### src/rtl/wb_trace_capture.sv
// ---------------------------------------------------------------------------
// wb_trace_capture
//
// Passive Wishbone bus tracer. It snoops completed transfers (CYC & STB & ACK)
// and, once armed and triggered by an address match, records each transfer
// as an event in a small FIFO. A consumer drains the FIFO with a
// valid/ready handshake.
//
// Optional feature macro: WB_TRACE_TIMESTAMP_EN
//   When defined, a 32-bit free-running cycle counter is added. Each event
//   stores the counter value of its completing cycle, and that value is
//   presented on EVT_TSTAMP_OUT.
//
// Parameters
//   FIFO_DEPTH  event FIFO entries, power of two in 2..64
//   RD_DAT_DLY  reserved, has no effect on the logic
//
// Ports
//   CLK, RST_SYNC          clock, synchronous active-high reset
//   WB_CYC_IN/STB/WE/ACK   snooped Wishbone control
//   WB_ADR_IN, WB_SEL_IN   snooped address and byte selects
//   WB_DAT_WR_IN/RD_IN     snooped write and read data
//   ARM_IN, DISARM_IN      pulses: start waiting for trigger / stop capture
//   TRIG_ADR_IN/MASK_IN    trigger address and compare mask (1 = compared)
//   EVT_VALID_OUT/READY_IN event handshake (FIFO head)
//   EVT_RDWRB_OUT, EVT_SEL_OUT, EVT_ADR_OUT, EVT_WR_DAT_OUT, EVT_RD_DAT_OUT
//                          head event fields (all zero while FIFO empty)
//   EVT_TSTAMP_OUT         head event timestamp (only with the macro)
//   STATE_OUT              0 = IDLE, 1 = ARMED, 2 = CAPTURE
//   DROP_CNT_OUT           events lost to a full FIFO, saturating
//   FIFO_LVL_OUT           events currently held
// ---------------------------------------------------------------------------
module wb_trace_capture #(
    parameter int FIFO_DEPTH = 8,
    parameter int RD_DAT_DLY = 0
) (
    input  logic        CLK,
    input  logic        RST_SYNC,
    input  logic        WB_CYC_IN,
    input  logic        WB_STB_IN,
    input  logic        WB_WE_IN,
    input  logic        WB_ACK_IN,
    input  logic [31:0] WB_ADR_IN,
    input  logic [3:0]  WB_SEL_IN,
    input  logic [31:0] WB_DAT_WR_IN,
    input  logic [31:0] WB_DAT_RD_IN,
    input  logic        ARM_IN,
    input  logic        DISARM_IN,
    input  logic [31:0] TRIG_ADR_IN,
    input  logic [31:0] TRIG_MASK_IN,
    output logic        EVT_VALID_OUT,
    input  logic        EVT_READY_IN,
    output logic        EVT_RDWRB_OUT,
    output logic [3:0]  EVT_SEL_OUT,
    output logic [31:0] EVT_ADR_OUT,
    output logic [31:0] EVT_WR_DAT_OUT,
    output logic [31:0] EVT_RD_DAT_OUT,
`ifdef WB_TRACE_TIMESTAMP_EN
    output logic [31:0] EVT_TSTAMP_OUT,
`endif
    output logic [1:0]  STATE_OUT,
    output logic [15:0] DROP_CNT_OUT,
    output logic [6:0]  FIFO_LVL_OUT
);

    localparam int AW = (FIFO_DEPTH > 1) ? $clog2(FIFO_DEPTH) : 1;
    localparam logic [6:0] DEPTH_LVL = 7'(FIFO_DEPTH);

    // RD_DAT_DLY is accepted for interface compatibility only; this empty
    // block is the sole place it is referenced.
    if (RD_DAT_DLY < 0) begin : g_rd_dat_dly_reserved
    end

    typedef enum logic [1:0] {
        IDLE    = 2'd0,
        ARMED   = 2'd1,
        CAPTURE = 2'd2
    } state_t;

    typedef struct packed {
`ifdef WB_TRACE_TIMESTAMP_EN
        logic [31:0] tstamp;
`endif
        logic        rdwrb;
        logic [3:0]  sel;
        logic [31:0] adr;
        logic [31:0] wr_dat;
        logic [31:0] rd_dat;
    } event_t;

    state_t          state;
    state_t          state_next;

    event_t          mem [FIFO_DEPTH];
    event_t          evt_in;
    event_t          evt_head;
    logic [AW-1:0]   wr_ptr;
    logic [AW-1:0]   rd_ptr;
    logic [6:0]      level;
    logic [15:0]     drop_cnt;

    logic            xfer_done;
    logic            trig_hit;
    logic            push_req;
    logic            push_ok;
    logic            pop;
    logic            fifo_full;
    logic            fifo_empty;
    logic            drop;

`ifdef WB_TRACE_TIMESTAMP_EN
    logic [31:0]     cycle_cnt;
`endif

    assign xfer_done  = WB_CYC_IN & WB_STB_IN & WB_ACK_IN;
    assign trig_hit   = (((WB_ADR_IN ^ TRIG_ADR_IN) & TRIG_MASK_IN) == 32'h0);
    assign fifo_empty = (level == 7'd0);
    assign fifo_full  = (level == DEPTH_LVL);
    assign pop        = ~fifo_empty & EVT_READY_IN;

    // DISARM blocks recording in its own cycle, including the trigger cycle.
    assign push_req = xfer_done & ~DISARM_IN &
                      ((state == CAPTURE) | ((state == ARMED) & trig_hit));

    // A full FIFO still accepts a push when the head leaves in the same cycle.
    assign push_ok = push_req & (~fifo_full | pop);
    assign drop    = push_req & fifo_full & ~pop;

    // State register.
    always_ff @(posedge CLK) begin
        if (RST_SYNC) begin
            state <= IDLE;
        end else begin
            state <= state_next;
        end
    end

    // Next-state logic. DISARM has priority over ARM and over a trigger; the
    // unused encoding falls back to IDLE through the default branch.
    always_comb begin
        state_next = IDLE;
        case (state)
            IDLE: begin
                if (ARM_IN && !DISARM_IN) begin
                    state_next = ARMED;
                end else begin
                    state_next = IDLE;
                end
            end
            ARMED: begin
                if (DISARM_IN) begin
                    state_next = IDLE;
                end else if (xfer_done && trig_hit) begin
                    state_next = CAPTURE;
                end else begin
                    state_next = ARMED;
                end
            end
            CAPTURE: begin
                if (DISARM_IN) begin
                    state_next = IDLE;
                end else begin
                    state_next = CAPTURE;
                end
            end
            default: state_next = IDLE;
        endcase
    end

`ifdef WB_TRACE_TIMESTAMP_EN
    // Free-running cycle counter; wraps naturally at 2^32.
    always_ff @(posedge CLK) begin
        if (RST_SYNC) begin
            cycle_cnt <= 32'h0;
        end else begin
            cycle_cnt <= cycle_cnt + 32'h1;
        end
    end
`endif

    // Assemble the event from the completing cycle; the data bus that does
    // not belong to the transfer direction is recorded as zero.
    always_comb begin
        evt_in        = '0;
        evt_in.rdwrb  = ~WB_WE_IN;
        evt_in.sel    = WB_SEL_IN;
        evt_in.adr    = WB_ADR_IN;
        evt_in.wr_dat = WB_WE_IN ? WB_DAT_WR_IN : 32'h0;
        evt_in.rd_dat = WB_WE_IN ? 32'h0 : WB_DAT_RD_IN;
`ifdef WB_TRACE_TIMESTAMP_EN
        evt_in.tstamp = cycle_cnt;
`endif
    end

    // Event storage. Contents are not reset; the head is masked to zero
    // whenever the FIFO is empty, so stale entries never reach the outputs.
    always_ff @(posedge CLK) begin
        if (!RST_SYNC && push_ok) begin
            mem[wr_ptr] <= evt_in;
        end
    end

    // Pointers, occupancy and drop counter. Pointers wrap modulo the depth
    // because the depth is a power of two.
    always_ff @(posedge CLK) begin
        if (RST_SYNC) begin
            wr_ptr   <= '0;
            rd_ptr   <= '0;
            level    <= 7'd0;
            drop_cnt <= 16'h0;
        end else begin
            if (push_ok) begin
                wr_ptr <= wr_ptr + 1'b1;
            end
            if (pop) begin
                rd_ptr <= rd_ptr + 1'b1;
            end
            case ({push_ok, pop})
                2'b10:   level <= level + 7'd1;
                2'b01:   level <= level - 7'd1;
                default: level <= level;
            endcase
            if (drop && (drop_cnt != 16'hFFFF)) begin
                drop_cnt <= drop_cnt + 16'h1;
            end
        end
    end

    // Head of FIFO, forced to zero while empty.
    always_comb begin
        evt_head = '0;
        if (!fifo_empty) begin
            evt_head = mem[rd_ptr];
        end
    end

    assign EVT_VALID_OUT  = ~fifo_empty;
    assign EVT_RDWRB_OUT  = evt_head.rdwrb;
    assign EVT_SEL_OUT    = evt_head.sel;
    assign EVT_ADR_OUT    = evt_head.adr;
    assign EVT_WR_DAT_OUT = evt_head.wr_dat;
    assign EVT_RD_DAT_OUT = evt_head.rd_dat;
`ifdef WB_TRACE_TIMESTAMP_EN
    assign EVT_TSTAMP_OUT = evt_head.tstamp;
`endif
    assign STATE_OUT      = state;
    assign DROP_CNT_OUT   = drop_cnt;
    assign FIFO_LVL_OUT   = level;

endmodule

### config.mk
export PLATFORM = sky130hd
export DESIGN_NAME = wb_trace_capture
export DESIGN_NICKNAME = d
export VERILOG_FILES = /design/src/rtl/wb_trace_capture.sv
export SDC_FILE = /design/constraint.sdc
export NUM_CORES = 1
export LEC_CHECK = 0
export CAP_MARGIN = 0
export CELL_PAD_IN_SITES_DETAIL_PLACEMENT = 0
export CELL_PAD_IN_SITES_GLOBAL_PLACEMENT = 1
export CORE_AREA = 2 2 368 370
export CTS_CLUSTER_SIZE = 24
export DETAILED_ROUTE_END_ITERATION = 8
export DIE_AREA = 0 0 370 372
export PLACE_DENSITY_LB_ADDON = 0.1
export SLEW_MARGIN = 5
export SYNTH_ARGS = -nofsm -noshare
export SYNTH_HDL_FRONTEND = slang
export SYNTH_SLANG_ARGS = --single-unit
export TNS_END_PERCENT = 1
### constraint.sdc
create_clock -name CLK -period 20.9 [get_ports CLK]
set_clock_uncertainty 0.05 [all_clocks]
set_input_delay 6.27 -clock CLK [delete_from_list [all_inputs] [get_ports CLK]]
set_output_delay 6.27 -clock CLK [all_outputs]
set_load 0.1 [all_outputs]
==> run_results.csv <==
group,metric,value,unit
setup_path,cp_common_cell,"buf_4",
global_route,grt_pass1_wl,131000,um
global_route,antenna_found_initial,13,
power_and_ir_drop,ir_drop,0.000122,V
route,drc_errors,0,
setup_path,critPathTopFamily,"buffers and inverters",
synth,synth-seq-cells,842,
route,post_drt_via_cell_ratio,4.36,
synth,yosysSeqAreaShare,75.0,%
synth,synth_area_leader_cell,"edfxtp_1",
setup_path,end_kind,"output port",
route,ant_nets,0,
setup_path,critPathArrivalTime,5650,ps
setup_path,worst_path_max_delay_cell,"clkdlybuf4s50_1",
finish,syn_to_final_growth,24.7,%
clocking,clock_path_buffers,3,
finish,post-route-util,30.9,%
power_and_ir_drop,clkPwrFrac,28.8,%
power_and_ir_drop,power.share.switching,40.5,%
sta,hold_viol,0,
setup_path,worstReg2RegStart,"FIFO_LVL_OUT[0]",
setup_path,crit_type,"reg -> out",
setup_path,worstPathCellList,"buf_4 > buf_4 > mux4_2 > mux2i_1 > nor2_1 > clkdlybuf4s50_1",
synth,netlist_instances,1632,
die,die_h,372,um
sta,fmax,83.5,MHz
route,vias,16700,
setup_path,startpoint_type,"flop",
sta,slew_headroom,21.6,%
clocking,h-tree-depth,3,
power_and_ir_drop,power_leakage,12.5,nW
place,hpwlAfterDp,51400,um
finish,drive_gt1_share,18.6,%
die,dieArea,138000,um2
status,status,"complete, no violations",
clocking,ctsHoldBuffers,0,
synth,synthTopCellsByArea,"edfxtp_1 73%, mux4_2 14%, mux2i_1 3.2%",
sta,min_period_over_period,57.3,%
route,drt_iter0_drc,976,
clocking,path_clk_slew,50,ps
sta,setup_viol,0,
power_and_ir_drop,pwr_density_cell,133,nW/um2
die,core-area,134000,um2
route,routed_wl,91600,um
global_route,grt_max_degree,127,
synth,synth_top_area_share,73.0,%
synth,ys.warnings.count,0,
clocking,cts_sinks,842,
job,maxCapViolCount,0,
setup_path,max_stage_delay,1030,ps
sta,tns,0,ps
finish,nNetsFinal,2155,
clocking,cts_setup_buffers,0,
min_path,hp-class,"reg -> reg",
sta,fin_crit,11970,ps
die,io_pins,300,
route,wl_per_cell,23.9,um
place,io_buffer_count,299,
synth,synth_cell_types,45,
clocking,cts_tree,"yes",
clocking,insertion_delay,660,ps
global_route,grt_pass1_vias,18400,
sta,rsz0062_at_grt,"no",
die,die_w,370,um
route,first_pass_iters,5,
clocking,cts_resized,0,
synth,synthesis.nets,1814,
place,routabilityCongestion,0.711,
power_and_ir_drop,p_comb_share,37.1,%
setup_path,cp.required,14580,ps
sta,slew_violations,0,
min_path,hp-start,"rd_ptr[1]",
die,placementRows,135,
sta,worst_pin_slew,1170,ps
power_and_ir_drop,seq_power_share,34.1,%
power_and_ir_drop,switchingPower,2.24,mW
clocking,clock-root-buffer,"clkbuf_16",
power_and_ir_drop,internal_power,3.29,mW
synth,syn_area,33300,um2
setup_path,cp_max_fo,44,
setup_path,crit_buf_inv,3,
synth,avgSynthCellArea,20.4,um2
die,start_util,24.8,%
power_and_ir_drop,power,5.53,mW
global_route,grt-ovfl-total,0,
global_route,track_usage,13.3,%
clocking,cts_made_buffers,99,
## per-layer routing
metal  part of all wire [%]  routed length [um]  GRT usage (%)
met3                    4.7                4290           2.62
met1                     44               40300           17.4
met2                     50               45600           22.7
met4                    1.5                1360           2.85
met5                  0.038                  35              0
## worst min-delay path, cell delays in order, from the launching register on
cell and delay, ps:
dfxtp_1 310, nand2_1 50, a21oi_1 70
## per-stage QoR
stage / hold slack (ps) / area (um2) / worst slack, ps / cells
after detailed placement: 424 / 38500 / 8700 / 3653
after floorplan: 404 / 33300 / 2740 / 1632
after global placement: 423 / 38500 / 8800 / 3653
final: 428 / 41500 / 8930 / 3837
after CTS: 434 / 41400 / 8560 / 3833
after global routing: 455 / 41400 / 8380 / 3833
## logic make-up after synthesis
group	synth area share, %
AND/OR/NAND/NOR	4.11
XOR/XNOR	0.975
buffers and inverters	1.08
flip-flops	75.0
adder cells (fa/ha/maj)	0.361
multiplexers	17.0
AO/OA/AOI/OAI	1.42
## worst paths after layout
kind,endpoint,slack [ps],depth (start not counted)
setup / recovery,EVT_WR_DAT_OUT[4],8930,6
hold / removal,flop,430,2
setup reg to reg,FIFO_LVL_OUT[6],16570,15
hold reg to reg,flop,430,2
## cells in the final DEF, fill, tap and decap left out, types with 5 or more instances in the layout
cell type / instances
inv_1: 10
edfxtp_1: 808
nand2b_1: 5
buf_4: 18
buf_12: 6
nand3_1: 14
mux2_2: 6
a21oi_1: 22
dfxtp_1: 31
mux2i_1: 105
ha_1: 8
clkdlybuf4s50_1: 298
a22oi_1: 14
nor2_1: 119
nand4_1: 5
clkinv_1: 23
clkbuf_16: 101
or4_1: 5
nor3_2: 5
mux4_2: 202
clkinv_2: 12
xor2_1: 35
nor2b_1: 38
clkbuf_1: 30
nor3_1: 5
and2_1: 34
nand2_1: 11
or3_1: 12
o21ai_0: 15
## synth_stat cells (all sizes together)
cell / number
a2111oi: 1
a211o: 2
a21o: 2
a21oi: 22
a22o: 1
a22oi: 14
a311oi: 1
a31o: 1
a31oi: 1
and2: 34
and3: 3
and4: 1
buf: 37
clkbuf: 46
dfxtp: 34
edfxtp: 808
fa: 1
ha: 8
inv: 10
mux2: 6
mux2i: 105
mux4: 202
nand2: 11
nand2b: 5
nand3: 14
nand4: 5
nor2: 119
nor2b: 40
nor3: 10
nor4: 6
nor4b: 1
o21a: 3
o21ai: 15
o21bai: 1
o31a: 1
o31ai: 3
or2: 3
or3: 12
or4: 6
xnor2: 2
xor2: 35
## power by group through the flow
stage                     Combinational, mW  Clock [mW]  Sequential (mW)
after global routing                   2.15        1.72             1.89
after detailed placement               2.11           0             1.92
after CTS                              2.11        1.66             1.89
after global placement                 2.10           0             1.92
final                                  2.05        1.59             1.88
after floorplan                        1.50           0             1.92
## registers in the layout, summed over array words and instances, names as in the netlist, named ones only
signal        count
DROP_CNT_OUT     16
rd_ptr            3
mem             808
wr_ptr            3
STATE_OUT         2
FIFO_LVL_OUT      7
## final cells by class
cell class	count	area, um2
fillers	13000	92800
multi-input cells	697	8000
diodes	4	10.0
repair buffers	323	3240
well taps	1781	2230
clock inverters	47	309
flip-flops and latches	842	25000
clock buffers	133	2670
inverters	10	37.5
(Power assumes the default switching activity.)
